`config.mk`:
```
export PLATFORM = sky130hd
export DESIGN_NAME = pla_or_programmer
export DESIGN_NICKNAME = d
export VERILOG_FILES = /design/src/rtl/pla_or_programmer.sv
export SDC_FILE = /design/constraint.sdc
export NUM_CORES = 1
export LEC_CHECK = 0
export CORE_MARGIN = 3
export CORE_UTILIZATION = 49
export DETAILED_ROUTE_END_ITERATION = 8
export PLACE_DENSITY = 0.81
export SETUP_SLACK_MARGIN = 0.3
export SKIP_LAST_GASP = 1
export SLEW_MARGIN = 40
export SYNTH_ARGS = -nofsm -noshare
export SYNTH_HDL_FRONTEND = slang
export SYNTH_SLANG_ARGS = --single-unit
```
`constraint.sdc`:
```
create_clock -name clk -period 2.4 [get_ports clk]
set_input_delay 0.48 -clock clk [delete_from_list [all_inputs] [get_ports clk]]
set_output_delay 0.48 -clock clk [all_outputs]
set_load 0.1 [all_outputs]
```
`src/rtl/pla_or_programmer.sv`:
```
// Write-side sequencer for the PLA OR plane: one select mask per OR cell, each strobed by a registered one-hot wen.
// Optional PLA_OR_READBACK_EN adds per-cell shadow registers readable through rd_idx/rd_data.
module pla_or_programmer #(
   parameter int NUM_INPUTS  = 5,
   parameter int NUM_OUTPUTS = 4,
   parameter int IDX_W       = (NUM_OUTPUTS > 1) ? $clog2(NUM_OUTPUTS) : 1
) (
   input  logic                   clk,
   input  logic                   rst,
   input  logic                   start,
   input  logic                   abort,
   input  logic [NUM_INPUTS-1:0]  cfg_data,
   input  logic                   cfg_valid,
   output logic                   cfg_ready,
   output logic [NUM_INPUTS-1:0]  sel,
   output logic [NUM_OUTPUTS-1:0] wen,
   output logic [IDX_W-1:0]       cur_idx,
   output logic                   busy,
   output logic                   done,
   output logic                   aborted
`ifdef PLA_OR_READBACK_EN
   ,
   input  logic [IDX_W-1:0]       rd_idx,
   output logic [NUM_INPUTS-1:0]  rd_data
`endif
);

   typedef enum logic [2:0] {
      S_IDLE,
      S_LOAD,
      S_SETUP,
      S_STROBE,
      S_HOLD,
      S_FINISH
   } state_t;

   localparam logic [IDX_W-1:0] LAST_IDX = IDX_W'(NUM_OUTPUTS - 1);

   state_t                   state, state_nxt;
   logic [IDX_W-1:0]         idx_nxt;
   logic [NUM_INPUTS-1:0]    sel_nxt;
   logic [NUM_OUTPUTS-1:0]   wen_nxt;
   logic                     cfg_ready_nxt, busy_nxt, done_nxt, aborted_nxt;

   always_ff @(posedge clk or posedge rst) begin
      if (rst) begin
         state     <= S_IDLE;
         cur_idx   <= '0;
         sel       <= '0;
         wen       <= '0;
         cfg_ready <= 1'b0;
         busy      <= 1'b0;
         done      <= 1'b0;
         aborted   <= 1'b0;
      end else begin
         state     <= state_nxt;
         cur_idx   <= idx_nxt;
         sel       <= sel_nxt;
         wen       <= wen_nxt;
         cfg_ready <= cfg_ready_nxt;
         busy      <= busy_nxt;
         done      <= done_nxt;
         aborted   <= aborted_nxt;
      end
   end

   // All outputs are derived from the next state so they are registered and glitch-free.
   always_comb begin
      state_nxt   = state;
      idx_nxt     = cur_idx;
      sel_nxt     = sel;
      aborted_nxt = 1'b0;
      case (state)
         S_IDLE: begin
            if (start && !abort) begin
               state_nxt = S_LOAD;
               idx_nxt   = '0;
            end
         end
         S_LOAD: begin
            if (cfg_valid && cfg_ready) begin
               sel_nxt   = cfg_data;
               state_nxt = S_SETUP;
            end
         end
         S_SETUP:  state_nxt = S_STROBE;
         S_STROBE: state_nxt = S_HOLD;
         S_HOLD: begin
            if (cur_idx == LAST_IDX) begin
               state_nxt = S_FINISH;
            end else begin
               idx_nxt   = cur_idx + IDX_W'(1);
               state_nxt = S_LOAD;
            end
         end
         S_FINISH: begin
            state_nxt = S_IDLE;
            idx_nxt   = '0;
         end
         default: state_nxt = S_IDLE;
      endcase

      // Abort overrides everything outside IDLE; sel keeps its last value.
      if (state != S_IDLE && abort) begin
         state_nxt   = S_IDLE;
         idx_nxt     = '0;
         sel_nxt     = sel;
         aborted_nxt = 1'b1;
      end

      cfg_ready_nxt = (state_nxt == S_LOAD);
      busy_nxt      = (state_nxt != S_IDLE);
      done_nxt      = (state_nxt == S_FINISH);
      wen_nxt       = '0;
      for (int k = 0; k < NUM_OUTPUTS; k++) begin
         wen_nxt[k] = (state_nxt == S_STROBE) && (idx_nxt == IDX_W'(k));
      end
   end

`ifdef PLA_OR_READBACK_EN
   logic [NUM_INPUTS-1:0] shadow [NUM_OUTPUTS];

   // Mirrors what each cell captured: sel is stable for the whole wen cycle.
   always_ff @(posedge clk or posedge rst) begin
      if (rst) begin
         for (int k = 0; k < NUM_OUTPUTS; k++) shadow[k] <= '0;
      end else begin
         for (int k = 0; k < NUM_OUTPUTS; k++) begin
            if (wen[k]) shadow[k] <= sel;
         end
      end
   end

   always_comb begin
      rd_data = '0;
      for (int k = 0; k < NUM_OUTPUTS; k++) begin
         if (rd_idx == IDX_W'(k)) rd_data = shadow[k];
      end
   end
`endif

endmodule

```
==> results.md, run 1 <==
- Fill count: 128
- CTS sink cnt: 18
- Synth Area in Compound Gates: 13.4%
- Chip Width: 48.8 microns
- Xor and xnor area share after synthesis: 0%
- H-tree levels: 1
- Layout area overhead: 25.6%
- Worst skew pair latency: 300 ps
- Register area share after synthesis: 50.1%
- Final critical-path required period: 1770 ps
- Ratio of cells with drive above 1 in the final layout: 32.4%
- HP Start: sel[4]
- First-pass GRT wire length: 3.05 mm
- Hold crit path type: register to register
- Crit path DAT: 1960 ps
- Met3 wire len: 98 microns
- Die H: 48.8 microns
- Synth Area in Simple Gates: 20.6%
- Largest net degree at the start of global routing: 19
- DP HPWL: 1.29 mm
- Post-route ant nets: 0
- Drt initial violations: 12
- Relative slew slack: 55.5%
- Reg2reg path depth: 3
- Mapped Nets: 90
- DRC viols: 0
- Post-synth EDFFs: 0
- Register area: 450 sq um
- Input/output buffers: 24
- Total track usage: 17.0%
- Critical setup path kind: register to register
- DRT Pass-1 Iters: 4
- Setup crit end kind: register
- Multiplexer area fraction after synthesis: 8.34%
- Post-CTS Hold Fix Bufs: 0
- Root Buffer: clkbuf_4
- Setup violators final: 0
- Fmax: 565 MHz
- Fin. Hold Viols: 0
- Detailed-route vias per instance: 5.25
- ANT cells: 0
- Synth cell types: 36
- Max_cap viols: 0
- Commonest non-fill, non-tap cell in the layout: dfrtp_1
- Core ar.: 1610 sq um
- Final layout net count: 113
- Startpoint Class: register
- CP required: 2590 ps
- Crit. Startpoint: state[1]
- Worst Path Max Fanout: 13
- Combinational family with the most area after synthesis: simple AND/OR/NAND/NOR gates
- CTS clk-pin slew, worst paths: 110 ps
- Resize count post-CTS: 0
- Grt total ovfl: 0
- Drt wl/cell: 13.8 microns
- Routed via count: 662
- Total number of yosys warnings: 0
- Worst Setup EP: sel[0]
- Worst flop-to-flop path startpoint: state[1]
- Post-synthesis cell area: 900 sq um
- Met2 Wirelength: 787 microns
- Period utilization: 73.8%
- Placer Congestion: 0.790
- Std-Cell Rows: 14
- Initial antenna violation count: 0
- Slew @ Worst Pin: 667 ps
- Final Util: 70.1%
- Status: finished, final reports clean
- Synth Register Bits: 18
- Multi-input logic area: 392 sq um
- Post-Synth Adder-Cell Area: 1.25%
- TritonCTS clock tree: yes
- Final WL: 1.74 mm
- Num CTS Buffers: 3
- Starting density of the core: 55.8%
- Async S/R FF share, synth: 100%
- Number of global-route vias before repair: 632
- Static Leak: 0.550 nW
- DIE AREA: 2390 sq um
- Met1 WL: 799 microns
- Reg2Reg Setup Slack: 630 ps
- VDD IR max: 0.909 mV
- Setup TNS: 0 ps
- Max layer used: met4
- Avg Cell Area, Syn: 11.2 sq um
- Clock tree buffer depth: 2
- Pwr dens: 1280 nW/um^2
- I/O pins: 25
- Post CTS Setup Buffer Count: 0
- Max Clock Skew: 6.82 ps
- Slew Viols, Final: 0
- RSZ-0062 raised after global routing: false
- Most frequent cells in the layout: dfrtp_1 (18), buf_4 (16), clkdlybuf4s50_1 (9)
- FF-to-FF End: sel[0]
- Cells after Synth: 80
- Primary FF master, synth: dfrtp_1
==> cell usage after synthesis, drive strengths merged (2+ instances only) <==
cell type / count / share of area (%)
nand2: 4 / 1.7
nor3b: 3 / 3.1
nand3: 2 / 1.1
a21oi: 5 / 3.2
inv: 3 / 1.3
dfrtp: 18 / 50
buf: 6 / 4.7
nor2: 6 / 2.5
nor2b: 5 / 3.5
mux2: 5 / 8.3
a211oi: 3 / 3.1
or2: 2 / 1.7
==> metrics by stage <==
stage          instance area, sq um  total power [mW]  hold slack, ps  worst slack, ps  cells
6_report                       1130              1.44             516              630    126
5_1_grt                        1130              1.51             544              482    126
4_1_cts                        1130              1.45             521              637    126
3_5_place_dp                   1090              1.26             493              328    122
3_3_place_gp                   1090              1.25             499              389    122
2_1_floorplan                   900              1.12             419              360     80
==> power breakdown <==
| part | internal [mW] | leakage (nW) | total, mW | switching [mW] |
|---|---|---|---|---|
| combinational | 0.229 | 0.291 | 0.811 | 0.582 |
| sequential | 0.375 | 0.238 | 0.443 | 0.0679 |
| clock | 0.0926 | 0.0210 | 0.190 | 0.0970 |
| total | 0.697 | 0.550 | 1.44 | 0.747 |
==> worst min-delay path by stage <==
stage | endpoint | slack [ps] | cells past startpoint
after global routing | sel[3] | 540 | 1
after global placement | sel[1] | 500 | 1
after detailed placement | sel[4] | 490 | 1
final | sel[4] | 520 | 1
after floorplan | aborted | 420 | 1
after CTS | sel[4] | 520 | 1
==> cell families after synthesis <==
logic type      after synthesis
fa+ha+maj                     1
buf+inv                      10
mux                           5
compound gates               16
simple gates                 30
flops                        18
==> registers in the layout (all words and copies together), names as in the netlist <==
register,count
done,1
aborted,1
cfg_ready,1
sel,5
cur_idx,2
state,3
wen,4
busy,1
==> cell type report <==
class / count / share of cell area, %
Multi-Input combinational cell: 52 / 34.7
Timing Repair Buffer: 25 / 18.6
Inverter: 3 / 0.997
Tap cell: 24 / 2.66
Sequential cell: 18 / 39.9
Clock buffer: 4 / 3.21
==> routing by layer <==
| metal | vias to the layer above | GRT usage (%) |
|---|---|---|
| met3 | 4 | 3.67 |
| met5 | - | 0 |
| met2 | 22 | 24.7 |
| li1 | 326 | - |
| met1 | 310 | 22.6 |
| met4 | 0 | 11.4 |
==> critical path, stage by stage, from the launching register on <==
cell and delay (ps):
dfrtp_1 540, nand4b_2 300, or3_1 470, mux2_4 340
(Power assumes the default switching activity.)
==> inputs of run 2 (changes only) <==
Settings changed: CORE_ASPECT_RATIO from default to 1.5, CORE_UTILIZATION 49 to 46, PLACE_DENSITY 0.81 to 0.77.
Clock period 2.4 ns to 1.75 ns, I/O delays scaled along.
==> run 2 against run 1 <==
Compared with the run above: setup slack worse by 330 ps; global-route usage is 2.2 points higher; register-to-register slack worse by 330 ps; hold slack worse by 150 ps; final area is 34% higher; maximum frequency is 22% higher; clock skew is 4.5 ps lower; non-clock buffer count is 16 higher; clock power is 12% higher; highest routed layer unchanged; critical path depth stayed put; sequential share of layout area is 9.2 points lower.
==> results.md, run 2 (same netlist as run 1, synthesis figures left out) <==
- Status: finished, final reports clean
- CTS clk-pin slew, worst paths: 100 ps
- Worst flop-to-flop path startpoint: state[1]
- RSZ-0062 raised after global routing: true
- Ratio of cells with drive above 1 in the final layout: 51.7%
- Root Buffer: clkbuf_4
- Crit path DAT: 1630 ps
- Crit. Startpoint: state[1]
- Grt total ovfl: 0
- Layout area overhead: 67.7%
- Largest net degree at the start of global routing: 15
- Most frequent cells in the layout: buf_12 (15), buf_4 (15), dfrtp_1 (12)
- H-tree levels: 1
- Final WL: 2.24 mm
- Input/output buffers: 24
- Crit-path cells: nand4b_4 > or3_4 > mux2_4
- Max FFs per register: 5
- CP max stage delay: 440 ps
- Drt wl/cell: 16.1 microns
- Worst skew pair latency: 290 ps
- Num CTS Buffers: 3
- Pwr dens: 1580 nW/um^2
- Post-route ant nets: 0
- Total power: 2.39 mW
- DP HPWL: 1.57 mm
- DIE AREA: 2530 sq um
- CTS sink cnt: 18
- Die H: 60.2 microns
- I/O pins: 25
- Fin. Hold Viols: 0
- Most flops, register: sel
- Period utilization: 82.7%
- Max_cap viols: 0
- Std-Cell Rows: 19
- VDD IR max: 1.00 mV
- Routed via count: 754
- ANT cells: 0
- Core ar.: 1850 sq um
- Hold crit path type: primary input to asynchronous set/reset pin
- Placer Congestion: 0.809
- CP required: 1930 ps
- Top Registers: sel: 5 flops, wen: 4 flops, state: 3 flops
- Critical setup path kind: register to register
- Number of global-route vias before repair: 787
- Initial antenna violation count: 0
- TritonCTS clock tree: yes
- Static Leak: 0.696 nW
- Clock tree buffer depth: 2
- First-pass GRT wire length: 3.66 mm
- Worst Path Max Fanout: 5
- Startpoint Class: register
- Slew Viols, Final: 0
- Slowest CP cell: dfrtp_2
- Fmax: 691 MHz
- Detailed-route vias per instance: 5.42
- DRT Pass-1 Iters: 4
- Final layout net count: 129
- Total track usage: 19.2%
- Setup violators final: 0
- Final critical-path required period: 1450 ps
- Starting density of the core: 48.5%
- DRC viols: 0
- Final Util: 81.4%
- Relative slew slack: 66.9%
- Setup crit end kind: register
- Slew @ Worst Pin: 495 ps
- Chip Width: 42.1 microns
- Max Clock Skew: 2.30 ps
- Drt initial violations: 14
-- run 2: changes by cell type in the layout (fill, tap and decap cells not counted), moves of 2 or more --
cell,previous run,this run
buf_12,0,15
buf_6,0,2
dlygate4sd2_1,0,2
dfrtp_1,18,12
dfrtp_4,0,2
clkdlybuf4s50_1,9,7
dfrtp_2,0,4
-- run 2: path summary, 6_finish.rpt --
check,to,slack [ps],depth (start not counted)
setup / recovery,sel[2],300,3
setup reg to reg,sel[2],300,3
hold / removal,aborted,370,2
min in group clk,state[1],570,3
max in group asynchronous,sel[2],910,3
hold reg to reg,sel[4],590,1
-- run 2: where the power goes --
| part | internal, mW | total [mW] | leakage [nW] | switching, mW |
|---|---|---|---|---|
| clock network | 0.0887 | 0.213 | 0.0150 | 0.124 |
| logic | 0.644 | 1.51 | 0.452 | 0.870 |
| registers | 0.527 | 0.664 | 0.229 | 0.136 |
| total | 1.26 | 2.39 | 0.696 | 1.13 |
-- run 2: critical path, delay by kind of cell, from the launching register on --
kind | cells | cell delay [ps]
simple gates | 2 | 580
flops | 1 | 440
mux | 1 | 320
-- run 2: final cells by class --
| class | count | area (sq um) |
|---|---|---|
| clock buffer | 4 | 26.3 |
| fill | 90 | 345 |
| inverter | 3 | 11.3 |
| multi-input combinational | 52 | 459 |
| sequential | 18 | 463 |
| tap | 21 | 26.3 |
| timing repair buffer | 41 | 523 |
-- run 2: layer usage --
metal / vias up / GRT usage [%] / part of all wire, %
met3: 6 / 2.41 / 3.9
met4: 0 / 7.56 / 1.7
li1: 354 / - / -
met1: 368 / 22.1 / 39
met5: - / 0 / 0
met2: 26 / 35.8 / 56
-- run 2: what timing repair did --
action | CTS | global route
cloned | 0 | 0
gates resized for setup | 9 | 7
setup endpoints to repair | 12 | 13
hold buffers | 0 | 0
pin swaps | 2 | 3
buffers inserted | 7 | 1
-- run 2: metrics by stage --
stage | setup WS (ps) | hold WS [ps] | TNS [ps] | instances | area [sq um]
after global routing | 223 | 437 | 0 | 139 | 1510
after global placement | -128 | 562 | -836 | 127 | 1360
final | 303 | 367 | 0 | 139 | 1510
after CTS | 306 | 386 | 0 | 138 | 1460
after floorplan | 132 | 289 | 0 | 80 | 932
after detailed placement | -190 | 567 | -1170 | 127 | 1360
